File: src/rtl/sdram_frame_arbiter_if.sv
// ----------------------------------------------------------------------------
// sdram_frame_arbiter_if
//   Burst command bus between the frame arbiter and the SDRAM controller.
//   master : arbiter side, drives the command, receives ready/done.
//   slave  : controller side, accepts the command, reports ready/done.
// Signals
//   mem_cmd_valid_o  burst command valid
//   mem_cmd_wr_o     1 = write burst, 0 = read burst
//   mem_cmd_addr_o   burst start word address (ADDR_W bits)
//   mem_cmd_len_o    burst length in words
//   mem_cmd_ready_i  controller accepts the command (valid & ready)
//   mem_done_i       1-cycle pulse, last word of the burst transferred
// ----------------------------------------------------------------------------
interface sdram_frame_arbiter_if #(
   parameter int ADDR_W = 24
);
   logic              mem_cmd_valid_o;
   logic              mem_cmd_wr_o;
   logic [ADDR_W-1:0] mem_cmd_addr_o;
   logic [8:0]        mem_cmd_len_o;
   logic              mem_cmd_ready_i;
   logic              mem_done_i;

   modport master (
      output mem_cmd_valid_o,
      output mem_cmd_wr_o,
      output mem_cmd_addr_o,
      output mem_cmd_len_o,
      input  mem_cmd_ready_i,
      input  mem_done_i
   );

   modport slave (
      input  mem_cmd_valid_o,
      input  mem_cmd_wr_o,
      input  mem_cmd_addr_o,
      input  mem_cmd_len_o,
      output mem_cmd_ready_i,
      output mem_done_i
   );
endinterface

File: src/rtl/sdram_frame_arbiter.sv
// ----------------------------------------------------------------------------
// sdram_frame_arbiter
//   Shares the single SDRAM burst command port between the display reader
//   and the frame writer. Owns two ping-pong frame buffer units, generates
//   burst start addresses and swaps display/write units at frame_sync only
//   once the write unit holds a complete frame.
// Ports
//   clk, rst         system clock, asynchronous active-high reset
//   frame_sync_i     1-cycle pulse at start of a VGA frame
//   rd_req_i         display FIFO wants one burst (level)
//   wr_req_i         writer FIFO has one burst ready (level)
//   rd_gnt_o         high during read command + data phase
//   wr_gnt_o         high during write command + data phase
//   wr_full_o        write unit holds a complete frame, awaiting swap
//   swap_o           1-cycle pulse when the units swap
//   rd_buf_o         unit index being displayed
//   wr_buf_o         unit index being written
//   mem              burst command bus to the SDRAM controller (master)
// ----------------------------------------------------------------------------
module sdram_frame_arbiter #(
   parameter int FRAME_WORDS = 1024*768,
   parameter int UNIT_WORDS  = 1024*1024,
   parameter int BURST_LEN   = 256,
   parameter int ADDR_W      = 24
) (
   input  logic                  clk,
   input  logic                  rst,
   input  logic                  frame_sync_i,
   input  logic                  rd_req_i,
   input  logic                  wr_req_i,
   output logic                  rd_gnt_o,
   output logic                  wr_gnt_o,
   output logic                  wr_full_o,
   output logic                  swap_o,
   output logic                  rd_buf_o,
   output logic                  wr_buf_o,
   sdram_frame_arbiter_if.master mem
);

   // Offsets must be able to hold FRAME_WORDS itself (write offset parks there).
   localparam int OFS_W = $clog2(FRAME_WORDS + 1);

   localparam logic [OFS_W-1:0]  BURST_OFS = OFS_W'(BURST_LEN);
   localparam logic [OFS_W-1:0]  FRAME_OFS = OFS_W'(FRAME_WORDS);
   localparam logic [OFS_W-1:0]  RD_LAST   = OFS_W'(FRAME_WORDS - BURST_LEN);
   localparam logic [ADDR_W-1:0] UNIT_BASE = ADDR_W'(UNIT_WORDS);

   typedef enum logic [2:0] {
      IDLE,
      RD_CMD,
      RD_BUSY,
      WR_CMD,
      WR_BUSY
   } state_t;

   state_t           state_reg, state_next;
   logic [OFS_W-1:0] rd_ofs_reg, rd_ofs_next;
   logic [OFS_W-1:0] wr_ofs_reg, wr_ofs_next;
   logic             wr_full_reg, wr_full_next;
   logic             rd_buf_reg, rd_buf_next;
   logic             wr_buf_reg, wr_buf_next;
   logic             sync_pend_reg, sync_pend_next;
   logic             swap_reg, swap_next;

   logic [ADDR_W-1:0] rd_addr;
   logic [ADDR_W-1:0] wr_addr;

   always_ff @(posedge clk or posedge rst) begin
      if (rst) begin
         state_reg     <= IDLE;
         rd_ofs_reg    <= '0;
         wr_ofs_reg    <= '0;
         wr_full_reg   <= 1'b0;
         rd_buf_reg    <= 1'b1;
         wr_buf_reg    <= 1'b0;
         sync_pend_reg <= 1'b0;
         swap_reg      <= 1'b0;
      end else begin
         state_reg     <= state_next;
         rd_ofs_reg    <= rd_ofs_next;
         wr_ofs_reg    <= wr_ofs_next;
         wr_full_reg   <= wr_full_next;
         rd_buf_reg    <= rd_buf_next;
         wr_buf_reg    <= wr_buf_next;
         sync_pend_reg <= sync_pend_next;
         swap_reg      <= swap_next;
      end
   end

   always_comb begin
      state_next     = state_reg;
      rd_ofs_next    = rd_ofs_reg;
      wr_ofs_next    = wr_ofs_reg;
      wr_full_next   = wr_full_reg;
      rd_buf_next    = rd_buf_reg;
      wr_buf_next    = wr_buf_reg;
      swap_next      = 1'b0;
      // A sync pulse is remembered until the arbiter is idle, so it never
      // disturbs a burst in flight.
      sync_pend_next = sync_pend_reg | frame_sync_i;

      case (state_reg)
         IDLE: begin
            if (sync_pend_reg) begin
               // A pulse arriving in the apply cycle belongs to the next frame.
               sync_pend_next = frame_sync_i;
               rd_ofs_next    = '0;
               if (wr_full_reg) begin
                  rd_buf_next  = wr_buf_reg;
                  wr_buf_next  = ~wr_buf_reg;
                  wr_ofs_next  = '0;
                  wr_full_next = 1'b0;
                  swap_next    = 1'b1;
               end
            end else if (rd_req_i) begin
               state_next = RD_CMD;
            end else if (wr_req_i && !wr_full_reg) begin
               state_next = WR_CMD;
            end
         end
         RD_CMD: begin
            if (mem.mem_cmd_ready_i) state_next = RD_BUSY;
         end
         RD_BUSY: begin
            if (mem.mem_done_i) begin
               state_next  = IDLE;
               // Wrap so the display re-reads the same unit if sync is late.
               rd_ofs_next = (rd_ofs_reg == RD_LAST) ? '0 : rd_ofs_reg + BURST_OFS;
            end
         end
         WR_CMD: begin
            if (mem.mem_cmd_ready_i) state_next = WR_BUSY;
         end
         WR_BUSY: begin
            if (mem.mem_done_i) begin
               state_next   = IDLE;
               wr_ofs_next  = wr_ofs_reg + BURST_OFS;
               wr_full_next = ((wr_ofs_reg + BURST_OFS) == FRAME_OFS);
            end
         end
         default: state_next = IDLE;
      endcase
   end

   // Offsets only change in IDLE or at burst completion, so the address is
   // stable for the whole command phase.
   assign rd_addr = (rd_buf_reg ? UNIT_BASE : '0) + ADDR_W'(rd_ofs_reg);
   assign wr_addr = (wr_buf_reg ? UNIT_BASE : '0) + ADDR_W'(wr_ofs_reg);

   assign rd_gnt_o  = (state_reg == RD_CMD) || (state_reg == RD_BUSY);
   assign wr_gnt_o  = (state_reg == WR_CMD) || (state_reg == WR_BUSY);
   assign wr_full_o = wr_full_reg;
   assign swap_o    = swap_reg;
   assign rd_buf_o  = rd_buf_reg;
   assign wr_buf_o  = wr_buf_reg;

   // Decoded straight from the state register so reset drops valid at once.
   assign mem.mem_cmd_valid_o = (state_reg == RD_CMD) || (state_reg == WR_CMD);
   assign mem.mem_cmd_wr_o    = wr_gnt_o;
   assign mem.mem_cmd_addr_o  = wr_gnt_o ? wr_addr : rd_addr;
   assign mem.mem_cmd_len_o   = 9'(BURST_LEN);

endmodule

File: src/flat_wrapper.sv
// flat-port wrapper written by rule: the top's interface ports become plain ports
module sdram_frame_arbiter_flat 
#(
   parameter int FRAME_WORDS = 1024*768,
   parameter int UNIT_WORDS  = 1024*1024,
   parameter int BURST_LEN   = 256,
   parameter int ADDR_W      = 24
)
  (clk, rst, frame_sync_i, rd_req_i, wr_req_i, rd_gnt_o, wr_gnt_o, wr_full_o, swap_o, rd_buf_o, wr_buf_o, mem_mem_cmd_valid_o, mem_mem_cmd_wr_o, mem_mem_cmd_addr_o, mem_mem_cmd_len_o, mem_mem_cmd_ready_i, mem_mem_done_i);
  sdram_frame_arbiter_if #(.ADDR_W(ADDR_W)) mem_i ();
  input  logic clk;
  input  logic rst;
  input  logic frame_sync_i;
  input  logic rd_req_i;
  input  logic wr_req_i;
  output logic rd_gnt_o;
  output logic wr_gnt_o;
  output logic wr_full_o;
  output logic swap_o;
  output logic rd_buf_o;
  output logic wr_buf_o;
  output wire logic [$bits(mem_i.mem_cmd_valid_o)-1:0] mem_mem_cmd_valid_o;
  output wire logic [$bits(mem_i.mem_cmd_wr_o)-1:0] mem_mem_cmd_wr_o;
  output wire logic [$bits(mem_i.mem_cmd_addr_o)-1:0] mem_mem_cmd_addr_o;
  output wire logic [$bits(mem_i.mem_cmd_len_o)-1:0] mem_mem_cmd_len_o;
  input wire logic [$bits(mem_i.mem_cmd_ready_i)-1:0] mem_mem_cmd_ready_i;
  input wire logic [$bits(mem_i.mem_done_i)-1:0] mem_mem_done_i;
  assign mem_mem_cmd_valid_o = mem_i.mem_cmd_valid_o;
  assign mem_mem_cmd_wr_o = mem_i.mem_cmd_wr_o;
  assign mem_mem_cmd_addr_o = mem_i.mem_cmd_addr_o;
  assign mem_mem_cmd_len_o = mem_i.mem_cmd_len_o;
  assign mem_i.mem_cmd_ready_i = mem_mem_cmd_ready_i;
  assign mem_i.mem_done_i = mem_mem_done_i;
  sdram_frame_arbiter #(.FRAME_WORDS(FRAME_WORDS), .UNIT_WORDS(UNIT_WORDS), .BURST_LEN(BURST_LEN), .ADDR_W(ADDR_W)) u_core (.clk(clk), .rst(rst), .frame_sync_i(frame_sync_i), .rd_req_i(rd_req_i), .wr_req_i(wr_req_i), .rd_gnt_o(rd_gnt_o), .wr_gnt_o(wr_gnt_o), .wr_full_o(wr_full_o), .swap_o(swap_o), .rd_buf_o(rd_buf_o), .wr_buf_o(wr_buf_o), .mem(mem_i));
endmodule
File: config.mk
export PLATFORM = sky130hd
export DESIGN_NAME = sdram_frame_arbiter_flat
export DESIGN_NICKNAME = d
export VERILOG_FILES = /design/src/rtl/sdram_frame_arbiter_if.sv /design/src/rtl/sdram_frame_arbiter.sv /design/src/flat_wrapper.sv
export SDC_FILE = /design/constraint.sdc
export NUM_CORES = 1
export LEC_CHECK = 0
export ABC_AREA = 1
export CORE_MARGIN = 2
export CORE_UTILIZATION = 46
export DETAILED_ROUTE_END_ITERATION = 10
export GPL_TIMING_DRIVEN = 0
export PLACE_DENSITY = 0.77
export SYNTH_ARGS = -nofsm -noshare
export SYNTH_HDL_FRONTEND = slang
export SYNTH_SLANG_ARGS = --single-unit
File: constraint.sdc
create_clock -name clk -period 1.9 [get_ports clk]
set_input_delay 0.57 -clock clk [delete_from_list [all_inputs] [get_ports clk]]
set_output_delay 0.57 -clock clk [all_outputs]
set_load 0.1 [all_outputs]
Word level (Yosys, flattened, before mapping)
Cells that the tools add are included.
{"block": "word_totals", "regBits": 48, "inputBits": 7, "output_inout_bits": 41, "wordCells": 69}
{"block": "classes", "add_sub_neg": 4, "n_eq_ne": 15, "muxes": 26, "n_bitwise": 2, "n_reduce_logical": 14}
{"op": "$mux W20", "count": 6}
{"op": "$pmux W20 S2", "count": 2}
{"op": "$add A24 B20 Y24", "count": 2}
{"op": "$mux W21", "count": 2}
{"op": "$add A20 B9 Y20 const B", "count": 2}
{"op": "$eq A20 B20 Y1 const B", "count": 2}
{"op": "$mux W24", "count": 1}
{"op": "$mux W3", "count": 6}
{"op": "$pmux W3 S4", "count": 1}
{"op": "$ne A2 B2 Y1 const B", "count": 5}
{"op": "$reduce_and A3 Y1", "count": 3}
{"op": "$mux W1", "count": 7}
{"op": "$eq A3 B2 Y1 const B", "count": 2}
{"op": "$ne A2 B1 Y1 const B", "count": 3}
{"op": "$reduce_and A5 Y1", "count": 1}
{"op": "$reduce_and A4 Y1", "count": 1}
{"op": "$reduce_bool A2 Y1", "count": 2}
{"op": "$eq A3 B1 Y1 const B", "count": 1}
{"op": "$eq A3 B3 Y1 const B", "count": 1}
{"op": "$logic_not A3 Y1", "count": 1}
{"op": "$logic_or A1 B1 Y1", "count": 3}
{"op": "$ne A3 B2 Y1 const B", "count": 1}
{"op": "$pmux W1 S2", "count": 1}
{"op": "$reduce_or A2 Y1", "count": 1}
{"op": "4 further kinds", "count": 4}

Longest topological paths before layout
{"block": "depth", "word_depth": 6, "ltp_mapped": 10, "ltp_nobuf": 10}

Least setup slack after synthesis
No wires, ideal clock.
{"block": "synth_path", "kind": "reg2out", "startpoint": "register u_core.state_reg[0]", "endpoint": "output port mem_mem_cmd_addr_o[16]", "t_arrival_ns": 3.516, "t_required_ns": 1.330, "slack_ns": -2.186, "stages_incl_launch_ff": 7, "n_path_buf": 1, "path_cell_list": "dfrtp_1 inv_1 nor2_2 nand2_1 o21ai_2 buf_2 o21ai_0"}
{"block": "synth_between", "elab_chain_len": 3, "word_cells_on_any_way": 4, "cone_classes": "2 x eq/ne; 1 x mux; 1 x reduce/logical"}
{"item": "from (decl)", "line": "sdram_frame_arbiter.sv:56", "source": "state_t state_reg, state_next;"}
{"item": "from (signal assigned)", "line": "sdram_frame_arbiter.sv:79", "source": "state_reg <= state_next;"}
{"item": "$eq A3 B2 Y1 / $eq A3 B3 Y1 (equally long branches)", "line": "sdram_frame_arbiter.sv:151", "source": "assign wr_gnt_o = (state_reg == WR_CMD) || (state_reg == WR_BUSY);"}
{"item": "$logic_or A1 B1 Y1 *", "line": "sdram_frame_arbiter.sv:151"}
{"item": "via mem_mem_cmd_wr_o", "line": "flat_wrapper.sv:23", "source": "output wire logic [$bits(mem_i.mem_cmd_wr_o)-1:0] mem_mem_cmd_wr_o;"}
{"item": "$mux W24 *", "line": "sdram_frame_arbiter.sv:160", "source": "assign mem.mem_cmd_addr_o = wr_gnt_o ? wr_addr : rd_addr;"}
{"item": "to (decl)", "line": "flat_wrapper.sv:24", "source": "output wire logic [$bits(mem_i.mem_cmd_addr_o)-1:0] mem_mem_cmd_addr_o;"}
The timed path passes the listed nets; every way through them passes the cells marked *.

Worst setup path after layout
{"block": "layout_path", "startpoint": "register u_core.state_reg[0]", "endpoint": "output port mem_mem_cmd_addr_o[12]"}
{"block": "layout_between", "elab_chain_len": 3, "word_cells_on_any_way": 4, "cone_classes": "2 x eq/ne; 1 x mux; 1 x reduce/logical"}
{"item": "$eq A3 B2 Y1 / $eq A3 B3 Y1 (equally long branches)", "line": "sdram_frame_arbiter.sv:151"}
{"item": "$logic_or A1 B1 Y1 *", "line": "sdram_frame_arbiter.sv:151"}
{"item": "$mux W24 *", "line": "sdram_frame_arbiter.sv:160"}
Mark *: on every way between the ends. The rest lies on a longest branch, timed or not.

==> results.toml <==
[status]
status = "finished with violations"
violations = "setup timing"

[detailed_routing]
drtIter0Drc = 134
routed_wirelength_um = 5860
viasPerCell = 5.02
ant_nets = 0
drtPass1Iterations = 5
num_vias = 2140
wl_per_cell_um = 13.8
remaining_drc_errors = 0

[clock_network]
cts_tree = "done"
h-tree-depth = 2
cts_made_buffers = 5
clk_pin_slew_ns = 0.07
root_buffer = "clkbuf_8"
holdBufCountCts = 0
cts_num_sinks = 32
clk_path_buf_depth = 2
insertion_delay_ns = 0.28

[yosys]
synthTopCellsByArea = "dfrtp_1 36%, nand2_1 14%, buf_4 7.3%"
synthXorXnorAreaFrac_pct = 2.45
synth_top_cell_by_area = "dfrtp_1"
synth_compound_area_share_pct = 12.1
synth_top_family_by_area = "simple AND/OR/NAND/NOR gates"
synth_fa_ha_area_share_pct = 1.17
syn_avg_cell_area_sq_um = 7.13
syn_area_sq_mm = 0.00215
synth_warnings = 0
yosys.cell_types.count = 32
ys_seq_area_share_pct = 37.4
synth_simple_gate_area_share_pct = 30.1
synth.area.mux_share_pct = 0.524
synth_top_area_share_pct = 36.1
syn_inst = 301
ys_ff_latch = 32

[global_routing]
grt.overflow.total = 0
grt_pass1_wl_um = 9390
grt_pass1_vias = 2006
antenna_found_initial = 0
track_usage_pct = 23.0
grt_max_degree = 33

[sta]
timing.fmax_mhz = 431
max_slew.worst_pin.slew_ns = 0.545
setup_tns_ns = -5.75
finalSetupViolCount = 16
drv_slew = 0
slew-limit-headroom_pct = 63.9
setup_ws_ns = -0.422
rsz0062_at_grt = "true"
post-route-period-util_pct = 122
fin_hold_ws_ns = 0.505
min_period_ns = 2.32
finalClockSkew_ns = 0.00474
hold_viol_final = 0

[floorplan]
die_area_sq_mm = 0.00523
initial_core_util_pct = 48.6
row_count = 24
ios = 48
die_x_um = 72.3
core_sq_mm = 0.00441
die-height_um = 72.3

[worst_hold_path]
hold_path.class = "input port to asynchronous set/reset pin"

[final_layout]
fillCellCount = 333
regArea_sq_um = 805
antennaDiodeCount = 0
areaGrowthSynthToFinish_pct = 51.2
drive_above_1_share_pct = 30.7
layout.nets = 382
multiInputGateArea_sq_mm = 0.00128
fin_util_pct = 73.5

[critical_path]
worst-r2r-setup-slack_ns = 0.08
cp_data_arrival_time_ns = 1.75
critPathLaunchType = "flop"
reg2reg_from = "u_core.state_reg[0]"
timing.rr.end = "u_core.wr_ofs_reg[17]"
required_ns = 1.33
r2r_cells = 8
crit_path_start = "u_core.state_reg[0]"
end_kind = "output port"
path_max_fanout = 8
path_class = "flop to output port"
cp-endpoint = "mem_mem_cmd_addr_o[12]"

[power_and_ir_drop]
p_leak_nw = 1.56
power.share.clock_pct = 11.7
p_comb_share_pct = 70.3
p_int_mw = 2.25
power_density_mw_per_mm2 = 1430
seqPwrFrac_pct = 18.0
vdd_drop_max_v = 0.00174
swShare_pct = 51.7
p_switching_mw = 2.41

[place]
portBuffers = 26
place.gp.congestion = 0.878
hpwl_um = 3910

[run]
maxCapViolations = 0
-- routing by layer --
layer	GRT usage (%)	share of wire [%]
met1	30.3	41
met2	38.3	51
met3	4.17	6.5
met4	7.34	1.2
met5	0	0
-- worst max-delay path: stages, from the launching register on --
cell and delay (ns):
dfrtp_2 0.44, inv_4 0.09, nor2_4 0.04, nand2_2 0.08
o21ai_4 0.06, buf_12 0.14, buf_6 0.14, buf_6 0.11
o21ai_4 0.17, buf_12 0.19
-- cell type report --
cell class	count	area share, %
Multi-Input combinational cell	224	39.4
Sequential cell	32	24.8
Tap cell	52	2.00
Timing Repair Buffer	49	20.5
Buffer	24	6.09
Clock buffer	8	2.78
Inverter	37	4.36
-- per-stage QoR --
| step | worst slack (ns) | total power, mW | cells | cell area (sq um) |
|---|---|---|---|---|
| after global placement | -1.29 | 3.21 | 397 | 2710 |
| after detailed placement | -1.33 | 3.24 | 397 | 2710 |
| after global routing | -0.475 | 4.85 | 426 | 3250 |
| final | -0.422 | 4.66 | 426 | 3250 |
| after floorplan | -0.628 | 2.81 | 319 | 2380 |
| after CTS | -0.436 | 4.57 | 422 | 3200 |
-- cells by family after synthesis --
| logic type | after synthesis |
|---|---|
| flip-flops | 32 |
| AND/OR/NAND/NOR | 148 |
| XOR/XNOR | 6 |
| AO/OA/AOI/OAI | 47 |
| buffers and inverters | 63 |
| adder cells (fa/ha/maj) | 2 |
| other | 2 |
| multiplexers | 1 |
-- worst min path at each step --
stage,start,end
finish,rst,u_core.state_reg[1]
global route,rst,u_core.state_reg[1]
CTS,u_core.rd_ofs_reg[8],u_core.rd_ofs_reg[8]
detailed placement,u_core.rd_ofs_reg[8],u_core.rd_ofs_reg[8]
global placement,u_core.rd_buf_o,u_core.rd_buf_o
floorplan,u_core.rd_ofs_reg[8],u_core.rd_ofs_reg[8]
-- placed cells by master, fill, tap and decap left out, types with 3 or more instances in the layout --
| master | instances |
|---|---|
| nand2_1 | 69 |
| buf_4 | 32 |
| nor2_1 | 31 |
| inv_1 | 31 |
| dfrtp_1 | 29 |
| nand3_1 | 22 |
| conb_1 | 20 |
| buf_12 | 19 |
| o21ai_0 | 19 |
| buf_6 | 11 |
| o21ai_4 | 8 |
| nand2_4 | 7 |
| nand4_1 | 6 |
| xor2_1 | 6 |
| clkbuf_8 | 6 |
| nand2_2 | 5 |
| a21oi_4 | 5 |
| clkdlybuf4s50_1 | 5 |
| inv_2 | 4 |
| o22ai_1 | 4 |
| nor2_4 | 3 |
| a21oi_1 | 3 |
-- timing repair --
action	CTS	global route
cloned	2	0
setup buffers	15	6
endpoints found under the setup margin	21	35
gates resized for setup	188	14
pin swaps	8	6
-- synth_stat cells --
master,n
conb_1,2
o21bai_1,2
xor2_1,6
nor2_2,2
nand3_1,22
nand4_1,6
mux2_2,1
nor2_1,33
a21oi_1,8
nand2_1,78
nor2_4,1
inv_2,2
a21o_1,1
o32ai_1,1
inv_1,35
buf_6,1
dfstp_2,1
buf_12,1
buf_2,3
nor3_1,1
nor3_4,1
o21ai_2,1
o21ai_0,27
o22ai_1,4
ha_1,2
nand3b_1,1
dfrtp_1,31
o21ai_1,1
buf_4,21
o211ai_1,2
nand2_4,2
nand2_2,1
-- power groups by stage --
stage	clock [mW]	combinational [mW]	sequential, mW
2_1_floorplan	0	1.98	0.837
3_3_place_gp	0	2.36	0.855
3_5_place_dp	0	2.38	0.857
4_1_cts	0.552	3.17	0.839
5_1_grt	0.580	3.42	0.848
6_report	0.543	3.27	0.839
No activity file was read; power rests on OpenSTA's default activity.
